**src/rtl/muntjac_metadata_pkg.sv**
```systemverilog
// -----------------------------------------------------------------------------
// muntjac_metadata_pkg
//
// Shared types and constants for the Muntjac metadata state-machine unit.
//   meta_event_e        : event codes carried on evt_event_i / tbl_event_i
//   meta_resp_state_e   : occupancy of the single-entry response register
//   META_EXC_STATE      : default state that raises the exception flag
//   meta_default_next() : reset / constant contents of the transition table
//
// The optional runtime-writable table is enabled by defining
// MUNTJAC_META_TABLE_WRITE_EN (see muntjac_metadata_table_ram).
// -----------------------------------------------------------------------------
package muntjac_metadata_pkg;

    typedef enum logic [1:0] {
        META_LOAD  = 2'd0,
        META_STORE = 2'd1,
        META_UEVT0 = 2'd2,
        META_UEVT1 = 2'd3
    } meta_event_e;

    typedef enum logic {
        RESP_EMPTY = 1'b0,
        RESP_FULL  = 1'b1
    } meta_resp_state_e;

    localparam int META_EXC_STATE = 1;

    // Default mapping is the identity, except that a uevt0 seen in state 0
    // moves the slot to state 1 (the default exception state).
    function automatic int meta_default_next(input int evt, input int state);
        if ((evt == int'(META_UEVT0)) && (state == 0)) begin
            return 1;
        end
        return state;
    endfunction

endpackage : muntjac_metadata_pkg

```
**src/rtl/muntjac_metadata_table_ram.sv**
```systemverilog
// -----------------------------------------------------------------------------
// muntjac_metadata_table_ram
//
// Transition table for the metadata unit: next = table[event][state].
// One combinational read port and one synchronous write port.
//
// Configuration macro: MUNTJAC_META_TABLE_WRITE_EN
//   defined   : table is a register array, reset to meta_default_next(),
//               written through the i_we / i_wr_* port.
//   undefined : table is the constant default mapping; the write port and
//               clock/reset are ignored and no storage is generated.
//
// Ports:
//   i_clk, i_rst      : clock, synchronous active-high reset
//   i_we              : table entry write enable
//   i_wr_event        : row (event code) written
//   i_wr_state        : column (current state) written; >= NumStates ignored
//   i_wr_next         : next-state value written
//   i_rd_event        : row read
//   i_rd_state        : column read; out-of-range columns return i_rd_state
//   o_rd_next         : table contents at [i_rd_event][i_rd_state]
// -----------------------------------------------------------------------------
module muntjac_metadata_table_ram
    import muntjac_metadata_pkg::*;
#(
    parameter int NumStates = 4,
    parameter int NumEvents = 4,
    parameter int StateW    = 8,
    parameter int EventW    = (NumEvents > 1) ? $clog2(NumEvents) : 1
) (
    input  logic              i_clk,
    input  logic              i_rst,
    input  logic              i_we,
    input  logic [EventW-1:0] i_wr_event,
    input  logic [StateW-1:0] i_wr_state,
    input  logic [StateW-1:0] i_wr_next,
    input  logic [EventW-1:0] i_rd_event,
    input  logic [StateW-1:0] i_rd_state,
    output logic [StateW-1:0] o_rd_next
);

    localparam int SIdxW = (NumStates > 1) ? $clog2(NumStates) : 1;

    logic w_rd_in_range;

    assign w_rd_in_range = (int'(i_rd_state) < NumStates) && (int'(i_rd_event) < NumEvents);

`ifdef MUNTJAC_META_TABLE_WRITE_EN

    logic [StateW-1:0] r_table [NumEvents][NumStates];
    logic [SIdxW-1:0]  w_rd_sidx;
    logic [SIdxW-1:0]  w_wr_sidx;
    logic              w_wr_ok;

    assign w_rd_sidx = i_rd_state[SIdxW-1:0];
    assign w_wr_sidx = i_wr_state[SIdxW-1:0];

    // Columns beyond NumStates do not exist; dropping such writes keeps the
    // truncated index from aliasing onto a legal column.
    assign w_wr_ok = i_we && (int'(i_wr_state) < NumStates) && (int'(i_wr_event) < NumEvents);

    always_ff @(posedge i_clk) begin
        if (i_rst) begin
            for (int e = 0; e < NumEvents; e++) begin
                for (int s = 0; s < NumStates; s++) begin
                    r_table[e][s] <= StateW'(meta_default_next(e, s));
                end
            end
        end else if (w_wr_ok) begin
            r_table[i_wr_event][w_wr_sidx] <= i_wr_next;
        end
    end

    // Read reflects the table before any write landing at this edge, so an
    // event accepted together with a table write sees the old entry.
    always_comb begin
        o_rd_next = i_rd_state;
        if (w_rd_in_range) begin
            o_rd_next = r_table[i_rd_event][w_rd_sidx];
        end
    end

`else

    logic w_unused_tbl;

    assign w_unused_tbl = ^{i_clk, i_rst, i_we, i_wr_event, i_wr_state, i_wr_next};

    always_comb begin
        o_rd_next = i_rd_state;
        if (w_rd_in_range) begin
            o_rd_next = StateW'(meta_default_next(int'(i_rd_event), int'(i_rd_state)));
        end
    end

`endif

endmodule : muntjac_metadata_table_ram

```
**src/rtl/muntjac_metadata_fsm.sv**
```systemverilog
// -----------------------------------------------------------------------------
// muntjac_metadata_fsm
//
// Multi-slot programmable metadata state machine. Each of NumTags slots holds
// a state; an accepted event looks up table[event][slot] to get the next
// state, updates the slot at the edge and loads a registered response.
//
// Configuration macro: MUNTJAC_META_TABLE_WRITE_EN enables the runtime
// writable table (tbl_* port); without it the tbl_* inputs are ignored.
//
// Handshake: evt_* is accepted on evt_valid_i && evt_ready_o. resp_* is a
// single registered entry, valid while resp_valid_o is high, consumed on
// resp_valid_o && resp_ready_i, and held stable while not consumed. A new
// event may be accepted in the same cycle the current response is consumed.
//
// Ports:
//   clk_i, rst_i           : clock, synchronous active-high reset
//   evt_valid_i/ready_o    : event request handshake
//   evt_tag_i, evt_event_i : slot and event code of the request
//   resp_valid_o/ready_i   : response handshake
//   resp_tag_o             : slot of the response
//   resp_prev_o/state_o    : slot state before / after the transition
//   resp_exception_o       : ExcState entered, or illegal current state
//   st_we_i/tag_i/wdata_i  : software slot write (stalls events that cycle)
//   tbl_we_i/event_i/state_i/next_i : transition-table entry write
// -----------------------------------------------------------------------------
module muntjac_metadata_fsm
    import muntjac_metadata_pkg::*;
#(
    parameter int NumStates = 4,
    parameter int NumEvents = 4,
    parameter int NumTags   = 8,
    parameter int StateW    = 8,
    parameter int ExcState  = META_EXC_STATE
) (
    input  logic                         clk_i,
    input  logic                         rst_i,

    input  logic                         evt_valid_i,
    output logic                         evt_ready_o,
    input  logic [$clog2(NumTags)-1:0]   evt_tag_i,
    input  logic [$clog2(NumEvents)-1:0] evt_event_i,

    output logic                         resp_valid_o,
    input  logic                         resp_ready_i,
    output logic [$clog2(NumTags)-1:0]   resp_tag_o,
    output logic [StateW-1:0]            resp_prev_o,
    output logic [StateW-1:0]            resp_state_o,
    output logic                         resp_exception_o,

    input  logic                         st_we_i,
    input  logic [$clog2(NumTags)-1:0]   st_tag_i,
    input  logic [StateW-1:0]            st_wdata_i,

    input  logic                         tbl_we_i,
    input  logic [$clog2(NumEvents)-1:0] tbl_event_i,
    input  logic [StateW-1:0]            tbl_state_i,
    input  logic [StateW-1:0]            tbl_next_i
);

    localparam int TagW   = $clog2(NumTags);
    localparam int EventW = $clog2(NumEvents);

    // -------------------------------------------------------------------------
    // Slot register file and transition lookup
    // -------------------------------------------------------------------------
    logic [StateW-1:0] r_slot [NumTags];

    logic [StateW-1:0] w_prev;
    logic [StateW-1:0] w_tbl_next;
    logic [StateW-1:0] w_next;
    logic              w_illegal;
    logic              w_exc;
    logic              w_ready;
    logic              w_accept;

    // Reading the registered slot is enough for back-to-back events on one
    // slot: the previous update has already landed at the edge in between.
    assign w_prev = r_slot[evt_tag_i];

    muntjac_metadata_table_ram #(
        .NumStates (NumStates),
        .NumEvents (NumEvents),
        .StateW    (StateW),
        .EventW    (EventW)
    ) u_table (
        .i_clk      (clk_i),
        .i_rst      (rst_i),
        .i_we       (tbl_we_i),
        .i_wr_event (tbl_event_i),
        .i_wr_state (tbl_state_i),
        .i_wr_next  (tbl_next_i),
        .i_rd_event (evt_event_i),
        .i_rd_state (w_prev),
        .o_rd_next  (w_tbl_next)
    );

    // A slot can only hold an out-of-range state after a software write; such
    // a slot is left untouched and the response flags the exception.
    assign w_illegal = (int'(w_prev) >= NumStates);
    assign w_next    = w_illegal ? w_prev : w_tbl_next;
    assign w_exc     = w_illegal || (w_next == StateW'(ExcState));

    // Software writes own the slot file for their cycle, so events wait.
    assign w_ready  = (!resp_valid_o || resp_ready_i) && !st_we_i;
    assign w_accept = evt_valid_i && w_ready;

    assign evt_ready_o = w_ready;

    always_ff @(posedge clk_i) begin
        if (rst_i) begin
            for (int t = 0; t < NumTags; t++) begin
                r_slot[t] <= '0;
            end
        end else if (st_we_i) begin
            r_slot[st_tag_i] <= st_wdata_i;
        end else if (w_accept) begin
            r_slot[evt_tag_i] <= w_next;
        end
    end

    // -------------------------------------------------------------------------
    // Response register: occupancy FSM plus payload
    // -------------------------------------------------------------------------
    meta_resp_state_e r_resp_state;
    meta_resp_state_e w_resp_state_next;

    logic [TagW-1:0]   r_resp_tag;
    logic [StateW-1:0] r_resp_prev;
    logic [StateW-1:0] r_resp_state_val;
    logic              r_resp_exc;

    always_ff @(posedge clk_i) begin
        if (rst_i) begin
            r_resp_state <= RESP_EMPTY;
        end else begin
            r_resp_state <= w_resp_state_next;
        end
    end

    always_comb begin
        w_resp_state_next = r_resp_state;
        case (r_resp_state)
            RESP_EMPTY: begin
                if (w_accept) begin
                    w_resp_state_next = RESP_FULL;
                end
            end
            RESP_FULL: begin
                // Consumed and refilled in one cycle stays FULL.
                if (w_accept) begin
                    w_resp_state_next = RESP_FULL;
                end else if (resp_ready_i) begin
                    w_resp_state_next = RESP_EMPTY;
                end
            end
            default: w_resp_state_next = RESP_EMPTY;
        endcase
    end

    always_ff @(posedge clk_i) begin
        if (rst_i) begin
            r_resp_tag       <= '0;
            r_resp_prev      <= '0;
            r_resp_state_val <= '0;
            r_resp_exc       <= 1'b0;
        end else if (w_accept) begin
            r_resp_tag       <= evt_tag_i;
            r_resp_prev      <= w_prev;
            r_resp_state_val <= w_next;
            r_resp_exc       <= w_exc;
        end
    end

    assign resp_valid_o     = (r_resp_state == RESP_FULL);
    assign resp_tag_o       = r_resp_tag;
    assign resp_prev_o      = r_resp_prev;
    assign resp_state_o     = r_resp_state_val;
    assign resp_exception_o = r_resp_exc;

endmodule : muntjac_metadata_fsm

```
**config.mk**
```make
export PLATFORM = sky130hd
export DESIGN_NAME = muntjac_metadata_fsm
export DESIGN_NICKNAME = d
export VERILOG_FILES = /design/src/rtl/muntjac_metadata_pkg.sv /design/src/rtl/muntjac_metadata_table_ram.sv /design/src/rtl/muntjac_metadata_fsm.sv
export SDC_FILE = /design/constraint.sdc
export NUM_CORES = 1
export LEC_CHECK = 0
export CORE_MARGIN = 2
export CORE_UTILIZATION = 53
export CTS_CLUSTER_DIAMETER = 30
export CTS_CLUSTER_SIZE = 10
export DETAILED_ROUTE_END_ITERATION = 7
export HOLD_SLACK_MARGIN = 0.1
export PLACE_DENSITY_LB_ADDON = 0.1
export SYNTH_ARGS = -nofsm -noshare
export SYNTH_HDL_FRONTEND = slang
export SYNTH_SLANG_ARGS = --single-unit
```
**constraint.sdc**
```tcl
create_clock -name clk_i -period 5.5 [get_ports clk_i]
set_input_delay 1.1 -clock clk_i [delete_from_list [all_inputs] [get_ports clk_i]]
set_output_delay 1.1 -clock clk_i [all_outputs]
set_load 0.005 [all_outputs]
```
==> summary.md <==
| Metric | Value |
|---|---|
| Outcome | finished, final reports clean |
| Placed cell areas | 4348 um^2 |
| Fmax | 0.2718 GHz |
| Total Routing Usage GR | 24.12% |
| Via Count | 2572 |
| Final setup violation count | 0 |
| GP Congestion | 0.8394 |
| Min Hold Slack | 0.4572 ns |
| Drt via density | 5.616 |
| Slowest-stage cell, CP | or3_1 |
| Overall power | 1.396 mW |
| Maximum capacitance violations | 0 |
| Vias in the first global route | 2408 |
| Chip width | 89.65 um |
| H-Tree Depth | 3 |
| Global-route wire length before repair | 13.35 mm |
| Worst EP required | 5.53 ns |
| Hpwl dp | 6.399 mm |
| Clk buf depth | 2 |
| # IOs | 62 |
| CTS tree | yes |
| CP max FO | 17 |
| CTS Sinks | 85 |
| Post-CTS setup buffer count | 0 |
| PD cells | 305.0 nW/um^2 |
| Final worst slack | 1.821 ns |
| Inst Count DP | 442 |
| Total core area | 7176 um^2 |
| Cell area after layout | 4578 um^2 |
| Resize count post-CTS | 0 |
| Seq pwr share | 52.3% |
| Mean Syn Cell Area | 12.54 um^2 |
| Synthesized cell area | 3887 um^2 |
| Post-route ant nets | 0 |
| Seq cells post-synth | 85 |
| Clk_lat worst skew | 0.36 ns |
| Worst-path clk slew | 0.08 ns |
| Most frequent CP cell | or3_1 |
| Routed WL | 8.955 mm |
| Critical path type | input pin to register |
| IO Port Bufs | 42 |
| Avg WL per Cell | 19.55 um |
| Worst Skew | 0.008613 ns |
| Area growth syn-to-layout | 17.77% |
| Internal power | 1.060 mW |
| Worst path max stage delay | 0.79 ns |
| Distinct cells, synth | 46 |
| Die Y | 89.65 um |
| CP Launch Type | input pin |
| Post-synth EDFFs | 64 |
| Root Buffer | clkbuf_8 |
| # DRC | 0 |
| Clk pwr share | 36.1% |
| Pre-CTS setup slack | 1.428 ns |
| Top FF cell, synth | edfxtp_1 |
| Yosys warning total | 0 |
| Initial antenna violation count | 0 |
| Max-slew headroom | 39.63% |
| Largest net degree at the start of global routing | 20 |
| Tmin final | 3.679 ns |
| Sw Pwr | 0.3358 mW |
| Share of layout cells above drive strength 1 | 16.99% |
| Measured slew at the worst slew-check pin | 0.9021 ns |
| Post-synth net total | 350 |
| CTS Buf Count | 9 |
| FP Rows | 31 |
| Total grt overflow | 0 |
| Share of total power in combinational logic | 11.6% |
| Hold_buf cts | 0 |
| Sw Share | 24.05% |
| P_leak | 1.802 nW |
| Setup TNS | 0 ns |
| Final Slew Violations | 0 |
| Final hold violations | 0 |
| Synth Instances | 310 |
| Fill cell count | 572 |
| HP Class | register to register |
| DRT iter0 DRCs | 201 |
| DR pass1 iterations | 5 |
| RSZ-0062 raised after global routing | no |
| Crit path max-delay family | simple AND/OR/NAND/NOR gates |
| Final period util | 66.89% |
| Crit path capture type | register |
| Arr. time, crit path | 3.71 ns |
| Nets | 394 |
| Sequential share of the synthesized area | 60.25% |
| Crit path buffers/inverters | 1 |
| Die footprint | 8036 um^2 |
| Final Non-Filler Cells | 458 |
| Ant diodes | 0 |
| Initial Util | 54.18% |
| Fin util | 63.80% |
| Worst-path cell chain | clkdlybuf4s50_1, or3_1, or3_1, o31ai_2, nand2_2, nand2_1 |
| Post-synth ARST share | 0% |
| Max rail drop VDD | 0.0002032 V |
[area by class of cell]
class                   count  area, um^2  area share [%]
well taps                  99       123.9           2.706
inverters                   6       22.52          0.4919
multi-input cells         208        1424           31.10
clock inverters             6       92.59           2.022
flip-flops and latches     85        2342           51.16
repair buffers             44       435.4           9.511
clock buffers              10       137.6           3.006
[worst register-to-register path, cell delays in order, from the launching register on]
cell	delay [ns]
dfxtp_1	0.33
nor2b_4	0.14
or3_1	0.68
or3_1	0.46
o31ai_2	0.12
nand2_2	0.25
nand2_1	0.37
[power by group through the flow]
| stage | registers, mW | logic [mW] | clock network [mW] |
|---|---|---|---|
| after global placement | 0.743 | 0.160 | 0 |
| after floorplan | 0.743 | 0.0987 | 0 |
| after global routing | 0.734 | 0.174 | 0.533 |
| after detailed placement | 0.746 | 0.162 | 0 |
| after CTS | 0.731 | 0.162 | 0.506 |
| final | 0.731 | 0.162 | 0.504 |
[cell usage in the layout, fill, tap and decap left out, types with 2 or more instances in the layout]
cell | Yosys | final
clkdlybuf4s50_1 | 0 | 42
a22oi_1 | 2 | 2
nor2_1 | 66 | 66
o21ai_0 | 2 | 2
nand3b_1 | 4 | 4
bufinv_16 | 0 | 2
a21oi_2 | 7 | 7
a21oi_1 | 5 | 5
nor2_2 | 12 | 12
clkinvlp_4 | 0 | 2
mux4_1 | 3 | 3
mux2_2 | 5 | 5
inv_6 | 0 | 2
buf_4 | 2 | 2
nand3_1 | 8 | 8
mux2i_1 | 18 | 18
or3_1 | 2 | 2
edfxtp_1 | 64 | 64
o31ai_1 | 2 | 2
dfxtp_1 | 21 | 21
nand2_1 | 27 | 27
nand2_2 | 2 | 2
inv_1 | 5 | 5
a21o_1 | 14 | 14
clkbuf_8 | 0 | 10
nor2b_1 | 2 | 2
nand2b_1 | 3 | 3
mux4_2 | 7 | 7
[synth_stat cells, types with 2 or more instances]
cell type / n / share of area, %
or3_1: 2 / 0.32
a21o_1: 14 / 2.7
mux4_1: 3 / 2.0
a22oi_1: 2 / 0.39
nand2b_1: 3 / 0.48
o31ai_1: 2 / 0.39
buf_2: 2 / 0.26
buf_6: 4 / 1.2
mux2_2: 5 / 1.4
nand3b_1: 4 / 0.77
a21oi_1: 5 / 0.64
a21oi_2: 7 / 1.6
buf_4: 2 / 0.39
inv_1: 5 / 0.48
mux2i_1: 18 / 4.6
mux4_2: 7 / 4.1
nand2_2: 2 / 0.32
nor2_2: 12 / 1.9
nand3_1: 8 / 1.0
o21ai_0: 2 / 0.26
edfxtp_1: 64 / 49
nor2b_1: 2 / 0.32
dfxtp_1: 21 / 11
nand2_1: 27 / 2.6
nor2_1: 66 / 6.4
[logic make-up after synthesis]
group | synth area share (%)
and+or+nand+nor | 16.03
buffers and inverters | 3.122
muxes | 12.17
AOI/OAI and AO/OA | 8.432
DFF | 60.25
[worst paths after layout]
check	depth (start not counted)	start	slack [ns]	endpoint
min reg2reg	2	resp_tag_o[1]	0.46	resp_tag_o[1]
max reg2reg	6	resp_valid_o	2.82	r_slot[1][7]
min	2	resp_tag_o[1]	0.46	resp_tag_o[1]
max	6	rst_i	1.82	r_slot[1][7]
[routing by layer]
metal / vias to the layer above / global-route usage [%] / wire (um)
met5: - / 0 / 0
met3: 19 / 4.845 / 817
met2: 102 / 35.56 / 4141
li1: 1206 / - / -
met4: 0 / 13.43 / 361
met1: 1245 / 33.64 / 3634
[state kept, by name (all words and copies together), names as in the netlist]
name / cells
resp_tag_o: 3
resp_prev_o: 8
resp_valid_o: 1
resp_exception_o: 1
resp_state_o: 8
r_slot: 64
Note: power is estimated with default switching activity, not from simulation.
